### src/rtl/fetch_queue.sv
// rtl/fetch_queue.sv - prefetching instruction-fetch front end with DEPTH-entry word FIFO
module fetch_queue #(
  parameter int               WIDTH     = 32,
  parameter int               DEPTH     = 4,
  parameter logic [WIDTH-1:0] RstAddr   = 32'h80000000,
  parameter logic [WIDTH-1:0] XAddr     = 32'h80000008,
  parameter logic [WIDTH-1:0] IllOpAddr = 32'h80000004
) (
  input  logic             clk,
  input  logic             RESET,
  input  logic             IRQ,
  input  logic             illop,
  input  logic             redirect_valid,
  input  logic [WIDTH-1:0] redirect_pc,
  output logic             imem_req,
  output logic [WIDTH-1:0] imem_addr,
  input  logic             imem_ack,
  input  logic [WIDTH-1:0] imem_data,
  output logic             inst_valid,
  output logic [WIDTH-1:0] inst_data,
  output logic [WIDTH-1:0] inst_pc,
  input  logic             inst_ready,
  output logic             xp_valid,
  output logic [WIDTH-1:0] xp_pc
);

  localparam int               AW        = $clog2(DEPTH);
  localparam logic [AW:0]      FULL      = (AW + 1)'(DEPTH);
  localparam logic [WIDTH-1:0] WORD_MASK = ~(WIDTH'(3));

  logic [WIDTH-1:0] fetch_pc;
  logic [WIDTH-1:0] req_addr;
  logic             live;
  logic [2:0]       stale_cnt;
  logic             sup;

  logic [WIDTH-1:0] fifo_data [DEPTH];
  logic [WIDTH-1:0] fifo_pc   [DEPTH];
  logic [AW-1:0]    rd_ptr;
  logic [AW-1:0]    wr_ptr;
  logic [AW:0]      count;

  logic             head_valid;
  logic [WIDTH-1:0] head_pc;
  logic             irq_take;
  logic             flush;
  logic             issue;
  logic             ack_stale;
  logic             ack_live;
  logic             abandon;
  logic             push;
  logic             pop;
  logic [WIDTH-1:0] flush_pc;
  logic [WIDTH-1:0] pc_inc;
  logic [2:0]       stale_next;

  assign head_valid = (count != '0);
  assign head_pc    = fifo_pc[rd_ptr];
  assign irq_take   = IRQ && head_valid && !head_pc[WIDTH-1] && !illop && !redirect_valid;
  assign flush      = illop || redirect_valid || irq_take;

  // Abandoned requests are still answered by memory; stale_cnt counts acks to discard.
  assign issue      = RESET && !live && (count < FULL) && (stale_cnt != 3'd7) && !flush;
  assign ack_stale  = imem_ack && (stale_cnt != '0);
  assign ack_live   = imem_ack && (stale_cnt == '0) && live;
  assign abandon    = live && !ack_live && (flush || !RESET);
  assign stale_next = stale_cnt - 3'(ack_stale) + 3'(abandon);
  assign push       = ack_live && !flush;
  assign pop        = head_valid && inst_ready && !flush;

  // Supervisor bit is held across increment; user redirects cannot set it.
  assign pc_inc = {fetch_pc[WIDTH-1], fetch_pc[WIDTH-2:0] + (WIDTH-1)'(4)};

  always_comb begin
    flush_pc = XAddr;
    if (illop)
      flush_pc = IllOpAddr;
    else if (redirect_valid)
      flush_pc = {redirect_pc[WIDTH-1] & sup, redirect_pc[WIDTH-2:0]} & WORD_MASK;
  end

  always_ff @(posedge clk) begin
    if (!RESET) begin
      fetch_pc  <= RstAddr;
      req_addr  <= '0;
      live      <= 1'b0;
      stale_cnt <= stale_next;
      sup       <= 1'b1;
      rd_ptr    <= '0;
      wr_ptr    <= '0;
      count     <= '0;
    end else begin
      stale_cnt <= stale_next;
      if (flush)
        fetch_pc <= flush_pc;
      else if (issue)
        fetch_pc <= pc_inc;

      if (issue) begin
        live     <= 1'b1;
        req_addr <= fetch_pc & WORD_MASK;
      end else if (ack_live || flush) begin
        live <= 1'b0;
      end

      if (pop)
        sup <= head_pc[WIDTH-1];

      if (flush) begin
        rd_ptr <= '0;
        wr_ptr <= '0;
        count  <= '0;
      end else begin
        if (push)
          wr_ptr <= wr_ptr + 1'b1;
        if (pop)
          rd_ptr <= rd_ptr + 1'b1;
        count <= count + (AW + 1)'(push) - (AW + 1)'(pop);
      end
    end
  end

  always_ff @(posedge clk) begin
    if (RESET && push) begin
      fifo_data[wr_ptr] <= imem_data;
      fifo_pc[wr_ptr]   <= req_addr;
    end
  end

  assign imem_req   = issue;
  assign imem_addr  = issue ? (fetch_pc & WORD_MASK) : '0;
  assign inst_valid = head_valid;
  assign inst_data  = head_valid ? fifo_data[rd_ptr] : '0;
  assign inst_pc    = head_valid ? head_pc : '0;
  assign xp_valid   = irq_take;
  assign xp_pc      = irq_take ? head_pc + WIDTH'(4) : '0;

endmodule

### config.mk
export PLATFORM = sky130hd
export DESIGN_NAME = fetch_queue
export DESIGN_NICKNAME = d
export VERILOG_FILES = /design/src/rtl/fetch_queue.sv
export SDC_FILE = /design/constraint.sdc
export NUM_CORES = 1
export LEC_CHECK = 0
export CAP_MARGIN = 30
export CORE_AREA = 2 2 170 172
export DETAILED_ROUTE_END_ITERATION = 12
export DIE_AREA = 0 0 172 174
export MAX_ROUTING_LAYER = met4
export PLACE_DENSITY = 0.71
export SLEW_MARGIN = 40
export SYNTH_ARGS = -nofsm -noshare
export SYNTH_HDL_FRONTEND = slang
export SYNTH_SLANG_ARGS = --single-unit
### constraint.sdc
create_clock -name clk -period 10.3 [get_ports clk]
set_input_delay 1.03 -clock clk [delete_from_list [all_inputs] [get_ports clk]]
set_output_delay 1.03 -clock clk [all_outputs]
set_load 0.005 [all_outputs]
; ---- After elaboration in Yosys (flattened, before gate mapping)
; Memory sizes are Yosys's and may differ from the RTL's. A register that Yosys moved wholly into a read port is not among the register bits.
; Index checks and enable logic that the tools add are counted.
[op_classes]
addsub = 8
n_lt_le_gt_ge = 1
n_eq_ne = 1
muxes = 16
bitwise = 2
n_reduce_logical = 34
[op_table]
columns = op, count
row1 = $mux W32, 7
row2 = $add A32 B3 Y32 const B, 1
row3 = $add A31 B3 Y31 const B, 1
row4 = $mux W31, 1
row5 = $logic_and A1 B1 Y1, 17
row6 = $mux W2, 4
row7 = $logic_not A1 Y1, 7
row8 = $add A3 B1 Y3, 2
row9 = $reduce_bool A3 Y1, 2
row10 = $sub A3 B1 Y3, 2
row11 = $add A2 B1 Y2 const B, 2
row12 = $logic_or A1 B1 Y1, 4
row13 = $mux W1, 4
row14 = $reduce_bool A2 Y1, 2
row15 = $logic_not A3 Y1, 1
row16 = $lt A3 B3 Y1 const B, 1
row17 = $ne A3 B3 Y1 const B, 1
row18 = $reduce_or A2 Y1, 1
row19 = $and A1 B1 Y1, 1
row20 = $not A1 Y1, 1
[word_totals]
register_bits = 74
ram_bits = 248
input_bits = 71
word_cells = 73
n_memories = 2
[memory_table]
columns = memory, depth, word_bits, read_ports, rd_ports_with_merged_regs, wr, line_no
row1 = fifo_data, 4, 32, 1, 1, 1, 37  ; logic [WIDTH-1:0] fifo_data [DEPTH];
row2 = fifo_pc, 4, 30, 1, 1, 1, 38  ; logic [WIDTH-1:0] fifo_pc [DEPTH];

; ---- Logic depth before layout (Yosys ltp)
; Gate-level depths: netlist of run 1.
[logic_depth]
ltp_word = 11
ltp_mapped = 15
mapped_depth_nobuf = 11

; ---- Worst setup path before layout of run 1
; OpenSTA, ideal clock, no wires.
[synth_timing]
kind = input to register
start = in illop
end = mem fifo_data[0][0] (enable)
setup_ns = 0.427
arrival_time_ns = 3.138
required_ns = 9.873
slack_ns = 6.736
stages = 5
cell_sequence = nor2_1 > o21a_1 > nand2_1 > nor2_1 > and2_1
[synth_between]
elab_chain_len = 9
[synth_rtl]
columns = item, line_no
row1 = "start, declared", 12  ; input logic illop,
row2 = $logic_not A1 Y1, 59  ; assign irq_take = IRQ && head_valid && !head_pc[WIDTH-1] && !illop && !redirect_valid;
row3 = $logic_and A1 B1 Y1 (2 in a row), 59
row4 = $logic_or A1 B1 Y1 (*), 60  ; assign flush = illop || redirect_valid || irq_take;
row5 = $logic_not A1 Y1 (*), 68  ; assign push = ack_live && !flush;
row6 = $logic_and A1 B1 Y1 (*), 68
row7 = $logic_and A1 B1 Y1 (*), 124  ; if (RESET && push) begin
row8 = $mux W1 (*), 124
row9 = $mux W1 (implied by the code) (*), 125  ; fifo_data[wr_ptr] <= imem_data;
row10 = "end, declared", 37
; Mark *: on every way between the ends. The rest lies on a longest branch, timed or not.

; ---- Worst setup path in the final report of run 1
[layout_timing]
start = in RESET
end = out imem_addr[18]
[layout_between]
elab_chain_len = 5
[layout_rtl]
columns = item, line_no
row1 = "start, declared", 10  ; input logic RESET,
row2 = $logic_and A1 B1 Y1 (4 in a row), 63  ; assign issue = RESET && !live && (count < FULL) && (stale_cnt != 3'd7) && !flush;
row3 = $mux W32, 131  ; assign imem_addr = issue ? (fetch_pc & WORD_MASK) : '0;
row4 = "end, declared", 16  ; output logic [WIDTH-1:0] imem_addr,
; No other way between the ends.

==> results.yml, run 1 <==
critical_path:
  max_stage_delay_ns: 0.91
  cp_num_buf_inv: 5
  critPathMaxFanout: 31
  critPathKind: "in -> out"
  path_cells: "clkdlybuf4s50_1 -> and3_1 -> nand2_1 -> buf_4 -> inv_2 -> nand2_1 -> inv_1 -> clkdlybuf4s50_1"
  cpMaxStageDelayCell: "clkdlybuf4s50_1"
  cp.arrival_ns: 4.31
  cp-end-kind: "output port"
  worstPathRequired_ns: 9.27
  cp_top_family: "buffers and inverters"
  crit_path_start_kind: "input port"
sta:
  hold_violations: 0
  fin_tns_setup_ns: 0
  fmax_mhz: 187
  setup_viol: 0
  slew_headroom_pct: 41.1
  fin_crit_sh_pct: 51.8
  tightest_slew_ns: 0.881
  min_period_ns: 5.34
  drv_slew: 0
  grt_setup_unrepaired: "no"
  worst_clock_skew_ns: 0.0132
run:
  drv_cap: 0
placed_design:
  hpwlAfterDp_um: 20900
  place_congestion: 0.815
  placed_cell_area_um2: 16100
  portBuffers: 193
logic_synthesis:
  synth_top_cell_by_area: "edfxtp_1"
  synth_flop_cell: "edfxtp_1"
  async_flop_share_pct: 0
  netlist_instances: 1020
  ys_top_cells_by_area: "edfxtp_1 (54%), dfxtp_1 (11%), mux4_2 (8.8%), and2_1 (3.1%), nand2_1 (3.0%)"
  synth_edf_count: 248
  netlist_top_cells_count: "edfxtp_1 (248), nand2_1 (109), a21oi_1 (81), dfxtp_1 (74), and2_1 (69)"
  synth-seq-area-share_pct: 64.4
  syn_area_um2: 13900
  avgSynthCellArea_um2: 13.6
  ys_warn_count: 0
  yosysUniqueCellTypes: 51
  ys_ff_latch: 322
  yosysTopAreaCellShare_pct: 53.7
  synth.most_common_cell: "edfxtp_1"
pwr:
  ir_drop_v: 0.000109
  power_density_nw_per_um2: 162
  p_leak_nw: 5.86
detailed_routing:
  drtAntennaViolNets: 0
  wl_per_cell_um: 19.9
  drt_iter0_drc: 749
  routed_wl_um: 31900
  drc: 0
  via_per_inst: 5.64
  firstDrtPassIters: 5
  vias: 9067
finish:
  drive_above_1_share_pct: 10.9
  final_cell_area_um2: 17300
  final_nets: 1280
  multi_input_area_um2: 4460
  n_antenna_cell: 0
  regArea_um2: 8930
  fillers: 2186
  area_delta_synth_final_pct: 24.5
clock_network:
  cts_setup_buffers: 0
  cts_hold_buf: 0
  numCtsBuffers: 34
  h-tree-depth: 2
  cts.reportedPaths.clkPinSlew_ns: 0.06
  root_buffer: "clkbuf_16"
  clock_latency_ns: 0.50
  cts_sinks: 322
  cts_buffer_depth: 3
  ctsResizeCount: 0
  cts_tree: "done"
floorplanning:
  rows: 62
  io_pins: 202
  die_area_um2: 29900
  chipHeight_um: 174
  start_util_pct: 49.1
  die_x_um: 172
  core_um2: 28200
grt:
  track_usage_pct: 22.0
  grt-ovfl-total: 0
  grt_max_degree: 63
  grt_pass1_vias: 8844
  grt_pass1_wl_um: 49300
  antenna_found_initial: 0
run_status:
  status: "complete, no violations"
worst_hold_path:
  min_path_type: "reg -> reg"
[metal layers]
metal	vias to the layer above	track usage, %	share of wire, %
li1	4204	-	-
met1	4435	30.6	43
met3	58	4.49	8.5
met4	0	5.74	2.2
met2	370	33.3	46
met5	-	-	0
[through the flow]
stage               hold WS [ns]  utilization, %  setup slack [ns]  cells  total power [mW]
floorplan                  0.451               -              6.74   1025              1.50
global placement           0.475            56.9              4.61   1546              1.55
detailed placement         0.484            56.9              5.01   1546              1.56
CTS                        0.496            61.1              4.98   1608              2.81
global route               0.513            61.1              4.77   1608              2.88
finish                     0.495            61.1              4.96   1608              2.79
[final cells by class]
| cell class | instances | area share, % |
|---|---|---|
| multi-input combinational | 588 | 25.8 |
| clock buffer | 43 | 5.62 |
| inverter | 47 | 1.02 |
| timing repair buffer | 205 | 11.7 |
| sequential | 322 | 51.8 |
| tap | 384 | 2.79 |
| clock inverter | 19 | 1.20 |
[cell usage in the layout (no fill, tap or decap), drive strengths merged, types with 4 or more instances in the layout]
cell / synthesis / layout
and2: 69 / 69
nand2: 109 / 109
buf: 21 / 12
mux4: 62 / 62
o21ai: 29 / 29
nor3: 13 / 13
clkbuf: 47 / 43
o31ai: 13 / 13
nand3: 32 / 32
a31oi: 6 / 6
o21a: 5 / 5
o41ai: 5 / 5
xor2: 8 / 8
inv: 46 / 46
conb: 1 / 6
nor4: 7 / 7
dfxtp: 74 / 74
clkdlybuf4s50: 0 / 193
a21oi: 81 / 81
xnor2: 11 / 11
a211oi: 9 / 9
ha: 9 / 9
or4: 12 / 12
and4: 8 / 8
nand4: 15 / 15
clkinv: 1 / 15
nor3b: 4 / 4
bufinv: 0 / 4
nor2: 34 / 34
edfxtp: 248 / 248
and3: 9 / 9
or3: 8 / 8
[cell families (layout without fill, tap and decap cells)]
family	count (synthesis)	in the layout	share of synthesized area [%]
simple gates	322	322	11.9
fa+ha+maj	11	11	1.10
mux	63	63	10.4
compound gates	167	167	7.29
other cells	1	6	0.0271
flops	322	322	64.4
xor+xnor	19	19	1.20
buf+inv	115	314	3.68
[sequential cells by signal, summed over array words and instances (netlist names), named ones only]
register	count
stale_cnt	3
fetch_pc	30
live	1
req_addr	30
fifo_pc	120
count	3
sup	1
fifo_data	128
wr_ptr	2
rd_ptr	2
[power by group]
group | total, mW | internal [mW] | switching [mW]
Sequential | 1.41 | 1.40 | 0.0132
Combinational | 0.115 | 0.0522 | 0.0631
Clock | 1.26 | 0.772 | 0.489
[worst paths after layout]
check,cells after the start,from,to,slack [ns]
min,1,stale_cnt[2]$_DFF_P_,stale_cnt[2]$_DFF_P_,0.50
max reg2reg,7,register,fifo_data[0][16]$_DFFE_PP_,6.16
min reg2reg,1,stale_cnt[2]$_DFF_P_,stale_cnt[2]$_DFF_P_,0.50
max,8,RESET,imem_addr[18],4.96
Note: power is estimated with default switching activity, not from simulation.
==> inputs of run 2 (changes only) <==
--- a/config.mk
+++ b/config.mk
@@ -6,11 +6,11 @@
 export NUM_CORES = 1
 export LEC_CHECK = 0
 export CAP_MARGIN = 30
-export CORE_AREA = 2 2 170 172
+export CORE_AREA = 2 2 172 174
 export DETAILED_ROUTE_END_ITERATION = 12
-export DIE_AREA = 0 0 172 174
+export DIE_AREA = 0 0 174 176
 export MAX_ROUTING_LAYER = met4
-export PLACE_DENSITY = 0.71
+export PLACE_DENSITY = 0.72
 export SLEW_MARGIN = 40
 export SYNTH_ARGS = -nofsm -noshare
 export SYNTH_HDL_FRONTEND = slang
==> constraint.sdc (replaced) <==
create_clock -name clk -period 4.61 [get_ports clk]
set_input_delay 0.461 -clock clk [delete_from_list [all_inputs] [get_ports clk]]
set_output_delay 0.461 -clock clk [all_outputs]
set_load 0.005 [all_outputs]
==> results.yml, run 2 (synthesis results as in run 1) <==
sta:
  min_period_ns: 4.38
  fin_crit_sh_pct: 94.9
  grt_setup_unrepaired: "no"
  worst_clock_skew_ns: 0.0100
  tightest_slew_ns: 0.800
  fin_tns_setup_ns: 0
  drv_slew: 0
  layout_setup_ws_ns: 0.235
  slew_headroom_pct: 46.5
  fmax_mhz: 229
  setup_viol: 0
  hold_violations: 0
floorplanning:
  start_util_pct: 48.5
  rows: 62
  die_area_um2: 30600
  core_um2: 28500
  die_x_um: 174
  chipHeight_um: 176
  io_pins: 202
finish:
  largest_register_ffs: 128
  regArea_um2: 8930
  layout_common_cells: "edfxtp_1 (248), clkdlybuf4s50_1 (193), nand2_1 (109)"
  multi_input_area_um2: 4460
  biggestRegsByFlops: "fifo_data: 128 flops, fifo_pc: 120 flops"
  final_nets: 1286
  final_common_cell: "edfxtp_1"
  area_delta_synth_final_pct: 24.8
  fillers: 2202
  max_flop_register: "fifo_data"
  drive_above_1_share_pct: 11.2
critical_path:
  endpoint: "xp_pc[28]"
  rr_endpoint: "stale_cnt[2]$_DFF_P_"
  crit_path_start_kind: "register"
  worstPathRequired_ns: 4.15
  cp.arrival_ns: 3.91
  critPathKind: "reg -> out"
  rrSetupSlack_ns: 1.23
  critPathMaxFanout: 22
  reg2reg_depth: 12
  cp-end-kind: "output port"
detailed_routing:
  via_per_inst: 5.68
  drc: 0
  drtAntennaViolNets: 0
  vias: 9163
  wl_per_cell_um: 19.7
  drt_iter0_drc: 701
  routed_wl_um: 31800
  firstDrtPassIters: 5
clock_network:
  ctsResizeCount: 0
  cts_hold_buf: 0
  h-tree-depth: 1
  cts.reportedPaths.clkPinSlew_ns: 0.06
  cts_buffer_depth: 3
  cts_sinks: 322
  numCtsBuffers: 31
  cts_tree: "done"
  clock_latency_ns: 0.55
  cts_setup_buffers: 0
  root_buffer: "clkbuf_16"
pwr:
  seqPwrFrac_pct: 51.7
  power_density_nw_per_um2: 354
  p_sw_mw: 1.20
  power.clock.fraction_pct: 44.0
  cell_internal_pwr_mw: 4.92
  combinationalPowerShare_pct: 4.3
  netSwitchingFraction_pct: 19.6
  ir_drop_v: 0.000326
  p_leak_nw: 5.88
run:
  drv_cap: 0
grt:
  track_usage_pct: 21.2
  grt-ovfl-total: 0
  grt_pass1_wl_um: 49600
  use_met1_pct: 29.7
  use_met3_pct: 3.29
  grt_pass1_vias: 8985
  antenna_found_initial: 1
  grt_max_degree: 64
  grt_use_met2_pct: 32.7
  gr-max-usage-layer: "met2"
run_status:
  status: "complete, no violations"
placed_design:
  dpl_worst_slack_ns: 0.805
  hpwlAfterDp_um: 20900
  place_congestion: 0.860
  portBuffers: 193
worst_hold_path:
  min_path_type: "reg -> reg"
-- run 2: cell count changes in the layout (fill, tap and decap cells not counted), sizes merged --
cell	delta
clkbuf	-4
diode	+1
buf	+9
bufinv	+3
clkinv	-5
-- run 2: layout make-up --
cell class | count | area share (%)
sequential | 322 | 51.7
tap | 384 | 2.78
inverter | 47 | 1.02
timing repair buffer | 214 | 12.4
antenna | 1 | 0.0145
clock inverter | 17 | 1.51
clock buffer | 39 | 4.83
multi-input combinational | 588 | 25.8
-- run 2: per-layer routing --
layer / up-vias / wire [um]
met5: - / 0
met4: 0 / 749
met3: 57 / 2860
met2: 432 / 14400
met1: 4471 / 13800
li1: 4203 / -
-- run 2: how the worst min path moves through the flow --
stage                         startpoint  cells after the start                         to
3_3_place_gp   req_addr[13]$_SDFFE_PN0P_                      0   fifo_pc[1][11]$_DFFE_PP_
5_1_grt                  redirect_pc[23]                      3  fetch_pc[23]$_SDFFE_PN0P_
6_report                sup$_SDFFE_PN1P_                      2           sup$_SDFFE_PN1P_
4_1_cts                  redirect_pc[23]                      3  fetch_pc[23]$_SDFFE_PN0P_
3_5_place_dp   req_addr[13]$_SDFFE_PN0P_                      0   fifo_pc[3][11]$_DFFE_PP_
2_1_floorplan  fetch_pc[31]$_SDFFE_PN1P_                      2  req_addr[31]$_SDFFE_PN0P_
-- run 2: power by group through the flow --
| stage | clock (mW) | combinational (mW) | sequential, mW |
|---|---|---|---|
| floorplan | 0 | 0.148 | 3.21 |
| finish | 2.69 | 0.265 | 3.16 |
| global placement | 0 | 0.253 | 3.22 |
| detailed placement | 0 | 0.261 | 3.22 |
| CTS | 2.75 | 0.262 | 3.16 |
| global route | 2.85 | 0.289 | 3.16 |
-- run 2: critical path, stage by stage, from the launching register on --
cell             delay (ns)
dfxtp_4                0.60
mux4_2                 0.38
ha_1                   0.21
and4_1                 0.37
nand4_1                0.41
or4_1                  0.61
a21oi_1                0.22
clkdlybuf4s50_1        0.54
-- run 2: metrics by stage --
stage	total power, mW	instances	utilization, %	area (um^2)	hold WS (ns)
2_1_floorplan	3.36	1025	-	13900	0.451
6_report	6.12	1612	60.6	17300	0.498
3_5_place_dp	3.48	1555	56.7	16200	0.489
3_3_place_gp	3.47	1555	56.7	16200	0.475
4_1_cts	6.17	1611	60.6	17300	0.476
5_1_grt	6.30	1612	60.6	17300	0.501
==> inputs of run 3 (changes only) <==
--- a/config.mk
+++ b/config.mk
@@ -5,10 +5,12 @@
 export SDC_FILE = /design/constraint.sdc
 export NUM_CORES = 1
 export LEC_CHECK = 0
+export ABC_AREA = 1
 export CAP_MARGIN = 30
-export CORE_AREA = 2 2 172 174
+export CORE_AREA = 2 2 178 180
 export DETAILED_ROUTE_END_ITERATION = 12
-export DIE_AREA = 0 0 174 176
+export DIE_AREA = 0 0 180 182
+export HOLD_SLACK_MARGIN = 0.05
 export MAX_ROUTING_LAYER = met4
 export PLACE_DENSITY = 0.72
 export SLEW_MARGIN = 40
==> results.yml, run 3 <==
floorplanning:
  die_x_um: 180
  rows: 65
  core_um2: 31000
  die_area_um2: 32800
  chipHeight_um: 182
  start_util_pct: 48.9
  io_pins: 202
grt:
  grt_pass1_wl_um: 60300
  track_usage_pct: 23.8
  grt_pass1_vias: 11300
  grt_max_degree: 127
  antenna_found_initial: 0
  grt-ovfl-total: 0
clock_network:
  ctsResizeCount: 0
  h-tree-depth: 2
  cts_hold_buf: 0
  cts_sinks: 322
  cts_buffer_depth: 3
  root_buffer: "clkbuf_16"
  cts.reportedPaths.clkPinSlew_ns: 0.06
  numCtsBuffers: 34
  clock_latency_ns: 0.53
  cts_setup_buffers: 0
  cts_tree: "done"
logic_synthesis:
  netlist_instances: 1740
  ys_ff_latch: 322
  synth_top_cell_by_area: "edfxtp_1"
  synth_flop_cell: "edfxtp_1"
  synth_edf_count: 248
  async_flop_share_pct: 0
  synth-seq-area-share_pct: 59.0
  avgSynthCellArea_um2: 8.70
  synth.most_common_cell: "nand2_1"
  netlist_top_cells_count: "nand2_1 (488), nor2_1 (314), edfxtp_1 (248), inv_1 (138), o21ai_0 (113)"
  syn_area_um2: 15100
  yosysUniqueCellTypes: 40
  ys_warn_count: 0
  yosysTopAreaCellShare_pct: 49.2
  ys_top_cells_by_area: "edfxtp_1 (49%), nand2_1 (12%), dfxtp_1 (9.8%), nor2_1 (7.8%), o21ai_0 (3.7%)"
critical_path:
  worstPathRequired_ns: 4.15
  rrSetupSlack_ns: 1.20
  critPathKind: "reg -> out"
  critPathMaxFanout: 45
  cp-end-kind: "output port"
  crit_path_start_kind: "register"
  endpoint: "xp_pc[21]"
  reg2reg_depth: 15
  rr_endpoint: "stale_cnt[2]$_DFF_P_"
  cp.arrival_ns: 3.73
pwr:
  p_sw_mw: 1.33
  power_density_nw_per_um2: 331
  seqPwrFrac_pct: 52.5
  netSwitchingFraction_pct: 21.7
  ir_drop_v: 0.000235
  combinationalPowerShare_pct: 4.9
  p_leak_nw: 7.44
  power.clock.fraction_pct: 42.6
  cell_internal_pwr_mw: 4.79
sta:
  setup_viol: 0
  grt_setup_unrepaired: "no"
  min_period_ns: 4.19
  fin_crit_sh_pct: 91.0
  hold_violations: 0
  fmax_mhz: 238
  finalHoldWorstSlack_ns: 0.445
  layout_setup_ws_ns: 0.416
  slew_headroom_pct: 46.7
  worst_clock_skew_ns: 0.0188
  tightest_slew_ns: 0.799
  fin_tns_setup_ns: 0
  drv_slew: 0
detailed_routing:
  via_per_inst: 5.19
  drtAntennaViolNets: 0
  drc: 0
  wl_per_cell_um: 16.3
  firstDrtPassIters: 5
  drt_iter0_drc: 960
  routed_wl_um: 38300
  vias: 12100
placed_design:
  place_congestion: 0.911
  dpl_worst_slack_ns: 0.893
  hpwlAfterDp_um: 25200
  placed_cell_area_um2: 17400
  portBuffers: 193
finish:
  n_antenna_cell: 0
  area_delta_synth_final_pct: 22.2
  drive_above_1_share_pct: 4.85
  fillers: 2594
  largest_register_ffs: 128
  final_nets: 1996
  max_flop_register: "fifo_data"
  final_cell_area_um2: 18500
  final_common_cell: "nand2_1"
  biggestRegsByFlops: "fifo_data: 128 flops, fifo_pc: 120 flops"
  layout_common_cells: "nand2_1 (488), nor2_1 (309), edfxtp_1 (248)"
worst_hold_path:
  min_path_type: "reg -> reg"
run:
  drv_cap: 0
run_status:
  status: "complete, no violations"
## run 3: cell types whose count changed in the layout (fill, tap and decap cells not counted), moves of 9 or more
cell      delta
and2_1      -65
and3_1       -9
nand2_1    +379
a211oi_1     -9
nor2_1     +275
o21ai_0     +85
inv_1       +91
nand3_1     +63
mux4_2      -54
a21oi_1     +28
o31ai_1     -12
or4_1       -11
## run 3: cells by family after synthesis
family,share of synthesized area (%)
compound gates,7.74
xor+xnor,1.04
fa+ha+maj,1.01
buf+inv,6.50
flops,59.0
other cells,0.0248
simple gates,24.7
## run 3: how the worst min path moves through the flow
stage                                    startpoint                   endpoint  slack (ns)  depth (start not counted)
after detailed placement  fetch_pc[31]$_SDFFE_PN1P_  fetch_pc[31]$_SDFFE_PN1P_        0.43                          2
after floorplan           fetch_pc[31]$_SDFFE_PN1P_  fetch_pc[31]$_SDFFE_PN1P_        0.42                          2
final                     fetch_pc[31]$_SDFFE_PN1P_  fetch_pc[31]$_SDFFE_PN1P_        0.44                          2
after global placement    fetch_pc[31]$_SDFFE_PN1P_  fetch_pc[31]$_SDFFE_PN1P_        0.43                          2
after global routing      fetch_pc[31]$_SDFFE_PN1P_  fetch_pc[31]$_SDFFE_PN1P_        0.49                          2
after CTS                 fetch_pc[31]$_SDFFE_PN1P_  fetch_pc[31]$_SDFFE_PN1P_        0.45                          2
## run 3: critical path, stage by stage (launching register included)
cell and delay [ns]:
dfxtp_4 0.36, inv_4 0.33, buf_4 0.38, nand2_1 0.12, nand3_1 0.09, nand2_1 0.19, nor2_1 0.30, nand2_1 0.16
nor2_4 0.21, nand2_2 0.14, nor2_4 0.15, nor2_1 0.06, nor2_1 0.18, clkdlybuf4s50_1 0.53
## run 3: area by class of cell
type	count	area (um^2)	share of cell area (%)
inverter	142	538	2.91
multi-input combinational	1199	5280	28.5
sequential	322	8930	48.3
timing repair buffer	215	2160	11.7
clock buffer	47	931	5.03
clock inverter	14	150	0.812
tap	402	503	2.72
## run 3: per-layer routing
layer  vias to the layer above  global-route usage [%]  wire length, um
met5                         -                       -                0
met4                         0                    6.37              864
met3                        64                    3.11             2450
met2                       432                    38.1            18100
met1                      5609                    32.1            16900
li1                       6034                       -                -
## run 3: power groups by stage
| stage | logic [mW] | clock network, mW | registers, mW |
|---|---|---|---|
| after floorplan | 0.180 | 0 | 3.25 |
| after global placement | 0.291 | 0 | 3.27 |
| after detailed placement | 0.298 | 0 | 3.27 |
| after CTS | 0.300 | 2.64 | 3.21 |
| after global routing | 0.347 | 2.75 | 3.22 |
| final | 0.300 | 2.60 | 3.21 |
## run 3: through the flow
| stage | instances | utilization, % | total power [mW] |
|---|---|---|---|
| 2_1_floorplan | 1745 | - | 3.43 |
| 3_3_place_gp | 2280 | 56.2 | 3.56 |
| 3_5_place_dp | 2280 | 56.2 | 3.57 |
| 4_1_cts | 2341 | 59.7 | 6.15 |
| 5_1_grt | 2341 | 59.7 | 6.32 |
| 6_report | 2341 | 59.7 | 6.11 |
